File: config.mk
export PLATFORM = sky130hd
export DESIGN_NAME = bcd_display_scanner
export DESIGN_NICKNAME = d
export VERILOG_FILES = /design/src/rtl/bcd_display_scanner.sv
export SDC_FILE = /design/constraint.sdc
export NUM_CORES = 1
export LEC_CHECK = 0
export ABC_AREA = 0
export ABC_CLOCK_PERIOD_IN_PS = 3840
export BUFFER_PORTS_ARGS = -buffer_cell sky130_fd_sc_hd__clkbuf_2
export CORE_AREA = 10 10 107 80
export CTS_CLUSTER_SIZE = 12
export DETAILED_ROUTE_END_ITERATION = 7
export DIE_AREA = 0 0 117 90
export PLACE_DENSITY = 0.66
export SKIP_LAST_GASP = 1
export SYNTH_ARGS = -nofsm -noshare
export SYNTH_HDL_FRONTEND = slang
export SYNTH_SLANG_ARGS = --single-unit
File: constraint.sdc
create_clock -name CLK -period 3.84 [get_ports CLK]
set_input_delay 0.384 -clock CLK [delete_from_list [all_inputs] [get_ports CLK]]
set_output_delay 0.384 -clock CLK [all_outputs]
set_load 0.03 [all_outputs]
File: src/rtl/bcd_display_scanner.sv
// Time-multiplexed 7-segment scanner for a packed BCD digit bus.
// Latches the digits once per frame and inserts one blank cycle between digits.
module bcd_display_scanner #(
    parameter int NUM_DIGITS  = 4,
    parameter int REFRESH_DIV = 50000
) (
    input  logic                    CLK,
    input  logic                    MR,
    input  logic [4*NUM_DIGITS-1:0] BCD,
    input  logic [NUM_DIGITS-1:0]   DP_IN,
    input  logic                    BLANK_LZ,
    output logic [NUM_DIGITS-1:0]   AN,
    output logic [6:0]              SEG,
    output logic                    DP,
    output logic                    FRAME
);

    localparam int PW = (REFRESH_DIV > 1) ? $clog2(REFRESH_DIV) : 1;
    localparam int IW = (NUM_DIGITS > 1) ? $clog2(NUM_DIGITS) : 1;
    localparam logic [PW-1:0] PRE_LAST = PW'(REFRESH_DIV - 1);
    localparam logic [IW-1:0] IDX_LAST = IW'(NUM_DIGITS - 1);

    logic [PW-1:0]           pre_q, pre_d;
    logic [IW-1:0]           idx_q, idx_d;
    logic [4*NUM_DIGITS-1:0] snap_q, snap_d;
    logic [NUM_DIGITS-1:0]   snap_dp_q, snap_dp_d;
    logic                    primed_q, primed_d;
    logic [NUM_DIGITS-1:0]   an_q, an_d;
    logic [6:0]              seg_q, seg_d;
    logic                    dp_q, dp_d;
    logic                    frame_q, frame_d;

    logic                    tick;
    logic                    wrap;
    logic [3:0]              cur_digit;
    logic [NUM_DIGITS-1:0]   lz_mask;

    function automatic logic [6:0] decode(input logic [3:0] d);
        logic [6:0] s;
        unique case (d)
            4'd0:    s = 7'h3F;
            4'd1:    s = 7'h06;
            4'd2:    s = 7'h5B;
            4'd3:    s = 7'h4F;
            4'd4:    s = 7'h66;
            4'd5:    s = 7'h6D;
            4'd6:    s = 7'h7D;
            4'd7:    s = 7'h07;
            4'd8:    s = 7'h7F;
            4'd9:    s = 7'h6F;
            default: s = 7'h40;
        endcase
        return s;
    endfunction

    // lz_mask[k] is set when digits NUM_DIGITS-1 down to k are all zero
    always_comb begin
        logic run;
        run     = 1'b1;
        lz_mask = '0;
        for (int k = NUM_DIGITS - 1; k >= 0; k--) begin
            run        = run & (snap_q[4*k +: 4] == 4'd0);
            lz_mask[k] = run;
        end
    end

    always_comb begin
        tick      = (pre_q == PRE_LAST);
        wrap      = tick && (idx_q == IDX_LAST);

        pre_d     = tick ? '0 : pre_q + 1'b1;
        idx_d     = idx_q;
        if (tick) begin
            idx_d = (idx_q == IDX_LAST) ? '0 : idx_q + 1'b1;
        end

        snap_d    = snap_q;
        snap_dp_d = snap_dp_q;
        if (wrap || !primed_q) begin
            snap_d    = BCD;
            snap_dp_d = DP_IN;
        end
        primed_d  = 1'b1;
        frame_d   = wrap;

        cur_digit = snap_q[{idx_q, 2'b00} +: 4];
        an_d      = '0;
        seg_d     = '0;
        dp_d      = 1'b0;
        if (pre_q != '0) begin
            an_d[idx_q] = 1'b1;
            dp_d        = snap_dp_q[idx_q];
            if (BLANK_LZ && (idx_q != '0) && lz_mask[idx_q]) begin
                seg_d = 7'h00;
            end else begin
                seg_d = decode(cur_digit);
            end
        end
    end

    always_ff @(posedge CLK or posedge MR) begin
        if (MR) begin
            pre_q     <= '0;
            idx_q     <= '0;
            snap_q    <= '0;
            snap_dp_q <= '0;
            primed_q  <= 1'b0;
            an_q      <= '0;
            seg_q     <= '0;
            dp_q      <= 1'b0;
            frame_q   <= 1'b0;
        end else begin
            pre_q     <= pre_d;
            idx_q     <= idx_d;
            snap_q    <= snap_d;
            snap_dp_q <= snap_dp_d;
            primed_q  <= primed_d;
            an_q      <= an_d;
            seg_q     <= seg_d;
            dp_q      <= dp_d;
            frame_q   <= frame_d;
        end
    end

    assign AN    = an_q;
    assign SEG   = seg_q;
    assign DP    = dp_q;
    assign FRAME = frame_q;

endmodule

Yosys cells after proc, flatten, opt, wreduce, memory -nomap -nowiden

Memory sizes are Yosys's and may differ from the RTL's.
Cells that the tools add are included.

Flip-flop bits (word level): 52
ROM bits: 112
Input port bits: 23
Word-level logic and storage cells: 44
Memories kept: 1

$add $sub $neg: 2
Magnitude comparators: 2
Eq/ne operators: 2
Shifts and indexed selects: 1
Muxes and demuxes: 12
Bitwise gates (word level): 3
Reductions and logical operators: 12

Memories:

| name             | words | width | rd ports | clocked after memory_dff | wr ports | RTL line | source |
|---|---|---|---|---|---|---|---|
| (name not given) | 16    | 7     | 1        | 0                        | 0        | 40       | `unique case (d)` |

Operator list:

| kind                    | count |
|---|---|
| $add A16 B1 Y16 const B | 1 |
| $eq A16 B16 Y1 const B  | 1 |
| $logic_not A4 Y1        | 4 |
| $mux W16                | 1 |
| $reduce_bool A16 Y1     | 1 |
| $shiftx A16 B5 Y4       | 1 |
| $mux W7                 | 2 |
| $bmux W1 S2             | 2 |
| $logic_and A1 B1 Y1     | 4 |
| $mux W1                 | 4 |
| $mux W4                 | 1 |
| $and A1 B1 Y1           | 3 |
| $lt A2 B3 Y1 const B    | 1 |
| $add A2 B1 Y2 const B   | 1 |
| $demux W1 S2            | 1 |
| $eq A2 B2 Y1 const B    | 1 |
| $ge A2 B1 Y1 const B    | 1 |
| $mux W2                 | 1 |
| $reduce_bool A2 Y1      | 1 |
| $logic_not A1 Y1        | 1 |
| $logic_or A1 B1 Y1      | 1 |

Depth between registers and ports, before layout

Depth after elaboration: 9
Mapped depth: 7
Depth with buffers taken out: 6

Worst setup path after synthesis

Ideal clock, no wire load.

Path type: register -> register
Start: reg pre_q[0]
End: reg snap_dp_q[0]
Library setup time: 125 ps
Arrival time: 1818 ps
Data required time: 3715 ps
Slack: 1897 ps
Stages on the path, launching flop included: 7
Buffers on the path: 1
Clock period less this slack: 1943 ps
Cells stage by stage: dfrtp_1 -> ha_1 -> nand3_2 -> or3_4 -> o31ai_4 -> buf_6 -> mux2_4

Word-level cells in the longest chain between the ends: 3

Ends and longest elaborated chain:

| element                | RTL line | source |
|---|---|---|
| start, declared        | 23       | `logic [PW-1:0] pre_q, pre_d;` |
| start signal, assigned | 113      | `pre_q <= pre_d;` |
| $eq A16 B16 Y1         | 68       | `tick = (pre_q == PRE_LAST);` |
| $logic_and A1 B1 Y1    | 69       | `wrap = tick && (idx_q == IDX_LAST);` |
| $logic_or A1 B1 Y1     | 79       | `if (wrap \|\| !primed_q) begin` |
| end signal, assigned   | 116      | `snap_dp_q <= snap_dp_d;` |
| end, declared          | 26       | `logic [NUM_DIGITS-1:0] snap_dp_q, snap_dp_d;` |

Every way passes these cells.
A chain may end at the register's enable or synchronous reset.

Worst setup path in the final report

Start: reg pre_q[0]
End: reg idx_q[1]

Word-level cells in the longest chain between the ends: 1

Ends and longest elaborated chain:

| element              | RTL line | source |
|---|---|---|
| $eq A16 B16 Y1       | 68       |  |
| end signal, assigned | 114      | `idx_q <= idx_d;` |
| end, declared        | 24       | `logic [IW-1:0] idx_q, idx_d;` |

Every way passes these cells.

==> metrics <==
post-route ant nets 0; sw power 0.2839 mW; TNS Setup 0 ps; Pleak 1.360 nW; fmax 435.8 MHz; CP max-delay cell nor2_1; sequential power share 53.5%; postcts setup bufs 0; number of warnings issued by yosys 0; Adder-Cell Fraction of Synth Area 5.366%; largest net degree at the start of global routing 53; Hold Vio Cnt, Final 0; Pwr Density 387.1 nW/µm²; DR pass1 iterations 4; placed cell count 315; first-pass GRT wire length 8.431 mm; post-cts resize count 0; syn_area_per_cell 12.51 µm²; Clock transition at path regs 100 ps; RSZ-0062 raised after global routing no; H-tree depth 2; P_int 0.8436 mW; Non-Filler Instances 323; cell area after layout 2913 µm²; Max VDD drop 168.2 µV; metal2 WL 1.975 mm; main combinational cell family by area after synthesis multiplexers; mux contribution to synthesized area 16.54%; XOR/XNOR Fraction of Synth Area 3.756%; crit path launch type flop; Final Setup Violations 0; Routability Congestion 0.7817; wire length on met1 2.489 mm; die height 90 µm; CP peak stage delay 550 ps; Crit path max-delay family simple AND/OR/NAND/NOR gates; min cycle time layout 2295 ps; DP Area 2801 µm²; Tcrit/Tclk final 59.75%; vias in the first global route 1603; Diodes inserted 0; Clk pwr share 33.4%; worst path bufs/invs 0; ratio of cells with drive above 1 in the final layout 32.64%; starting density of the core 39.05%; CTS Buf Count 5; Worst Hold Class primary input to async pin; arrival time at the worst endpoint 2500 ps; CTS root buffer clkbuf_8; Worst setup EP type flop; final WL 5.003 mm; Comb power frac 13.1%; measured slew at the worst slew-check pin 1025 ps; hold_ws 298.8 ps; Clk Latency, worst-skew pair 310 ps; Core ar. 6569 µm²; Clock Skew 11.21 ps; Util after Layout 44.34%; post-detail-place hpwl 3.702 mm; Post-Syn Area 2565 µm²; Clock Path Buffers 2; # Max-Cap Violations 0; clock sink total 52; Post-Syn Nets 239; Critical Path RT 4040 ps; # rows 25; status completed; relative slew slack 31.54%; Synth Register Bits 52; grt total ovfl 0; Post-route DRC 0; CTS tree done; highest metal used met4; register area share after synthesis 50.73%; Sw Share 25.18%; initial antenna violation count 0; Yosys cell types 40; WL met3 463 µm; CP Class flop to flop; via count 1669; initial DRC count 117; CP cell instances ha_1 -> nand3_2 -> or3_4 -> nor2_1 -> mux2_2; # hold bufs at CTS 0; Ports 36; commonest non-fill, non-tap cells in the layout 52 x dfrtp_1, 35 x clkbuf_2, 20 x mux2_4; post-synthesis compound-gate area fraction 4.829%; die width 117 µm; nets 275; Post-Syn Instances 205; Die ar. 10530 µm²; Total Routing Usage GR 9.985%; PortBufs 35; Via density 5.167; routed len/inst 15.49 µm; Syn-to-layout area delta 13.56%; Critical Path Fanout Max 11; Post-Synth Simple-Gate Area 15.17%; Slew Viols, Final 0; most common cell after layout, fill and taps aside dfrtp_1
worst reg2reg max path, delay by kind of cell, from the launching register on:
family                     cells  cell delay, ps
adders and majority gates      1             310
muxes                          1             410
and+or+nand+nor                3            1080
DFF                            1             400
final cells by class:
type	count	area [µm²]
timing repair buffer	36	182.7
clock inverter	3	42.54
tap	81	101.3
clock buffer	5	68.82
inverter	11	41.29
multi-input combinational	135	1175
fill	617	3656
sequential	52	1301
state kept, by name, indices dropped and copies added, names as in the netlist:
| name | count |
|---|---|
| AN | 4 |
| DP | 1 |
| FRAME | 1 |
| SEG | 7 |
| idx_q | 2 |
| pre_q | 16 |
| primed_q | 1 |
| snap_dp_q | 4 |
| snap_q | 16 |
through the flow:
step | power (mW) | worst slack [ps]
after floorplan | 0.7188 | 1897
after global placement | 0.7617 | 1600
after detailed placement | 0.7646 | 1550
after CTS | 1.143 | 1519
after global routing | 1.185 | 1370
final | 1.128 | 1545
cell families (layout without fill, tap and decap cells):
logic type / count (synthesis) / count (layout)
buffers and inverters: 18 / 55
AO/OA/AOI/OAI: 19 / 19
adder cells (fa/ha/maj): 11 / 11
flip-flops: 52 / 52
multiplexers: 26 / 26
XOR/XNOR: 11 / 11
AND/OR/NAND/NOR: 67 / 67
other: 1 / 1
power groups by stage:
stage,Sequential [mW],Clock [mW],Combinational [mW]
after floorplan,0.633,0,0.0854
after global placement,0.614,0,0.148
after detailed placement,0.614,0,0.150
after CTS,0.604,0.389,0.150
after global routing,0.608,0.413,0.163
final,0.603,0.377,0.148
routing by layer:
| layer | global-route usage (%) | vias up |
|---|---|---|
| met3 | 3.652 | 4 |
| met5 | 0 | - |
| met2 | 11.97 | 52 |
| met4 | 4.312 | 0 |
| li1 | - | 788 |
| met1 | 15.10 | 825 |
path summary, 6_finish.rpt:
check	endpoint	startpoint	cells past startpoint	slack, ps
worst max-delay path	idx_q[1]	pre_q[0]	5	1550
worst min-delay path	SEG[6]	MR	2	300
worst max register to register	idx_q[1]	pre_q[0]	5	1550
worst min register to register	pre_q[0]	pre_q[0]	1	500
max in group asynchronous	snap_dp_q[2]	MR	2	2910
min in group CLK	snap_q[14]	BCD[14]	2	300
synthesized netlist by cell type, drive strengths merged:
library cell / n / area (µm²)
or4b: 1 / 10.01
a21oi: 8 / 40.04
or2: 3 / 18.77
nor2: 7 / 26.28
conb: 1 / 3.750
xor2: 5 / 43.79
o21a: 1 / 7.510
and2: 6 / 37.54
clkbuf: 2 / 7.510
nand4: 5 / 31.28
and3: 7 / 45.05
and4: 1 / 8.760
ha: 11 / 137.6
mux4: 5 / 112.6
nor4: 8 / 50.05
inv: 11 / 41.29
mux2: 21 / 311.6
o31ai: 1 / 21.27
nor2b: 2 / 12.51
dfrtp: 52 / 1301
a211oi: 2 / 15.01
or3: 2 / 17.52
buf: 5 / 40.04
xnor2: 6 / 52.55
nor4b: 1 / 8.760
nand2: 8 / 32.54
o21ai: 5 / 25.02
o21bai: 2 / 15.01
nand3b: 1 / 7.510
nand2b: 2 / 12.51
nand3: 6 / 35.03
nor3: 7 / 35.03
(Power assumes the default switching activity.)
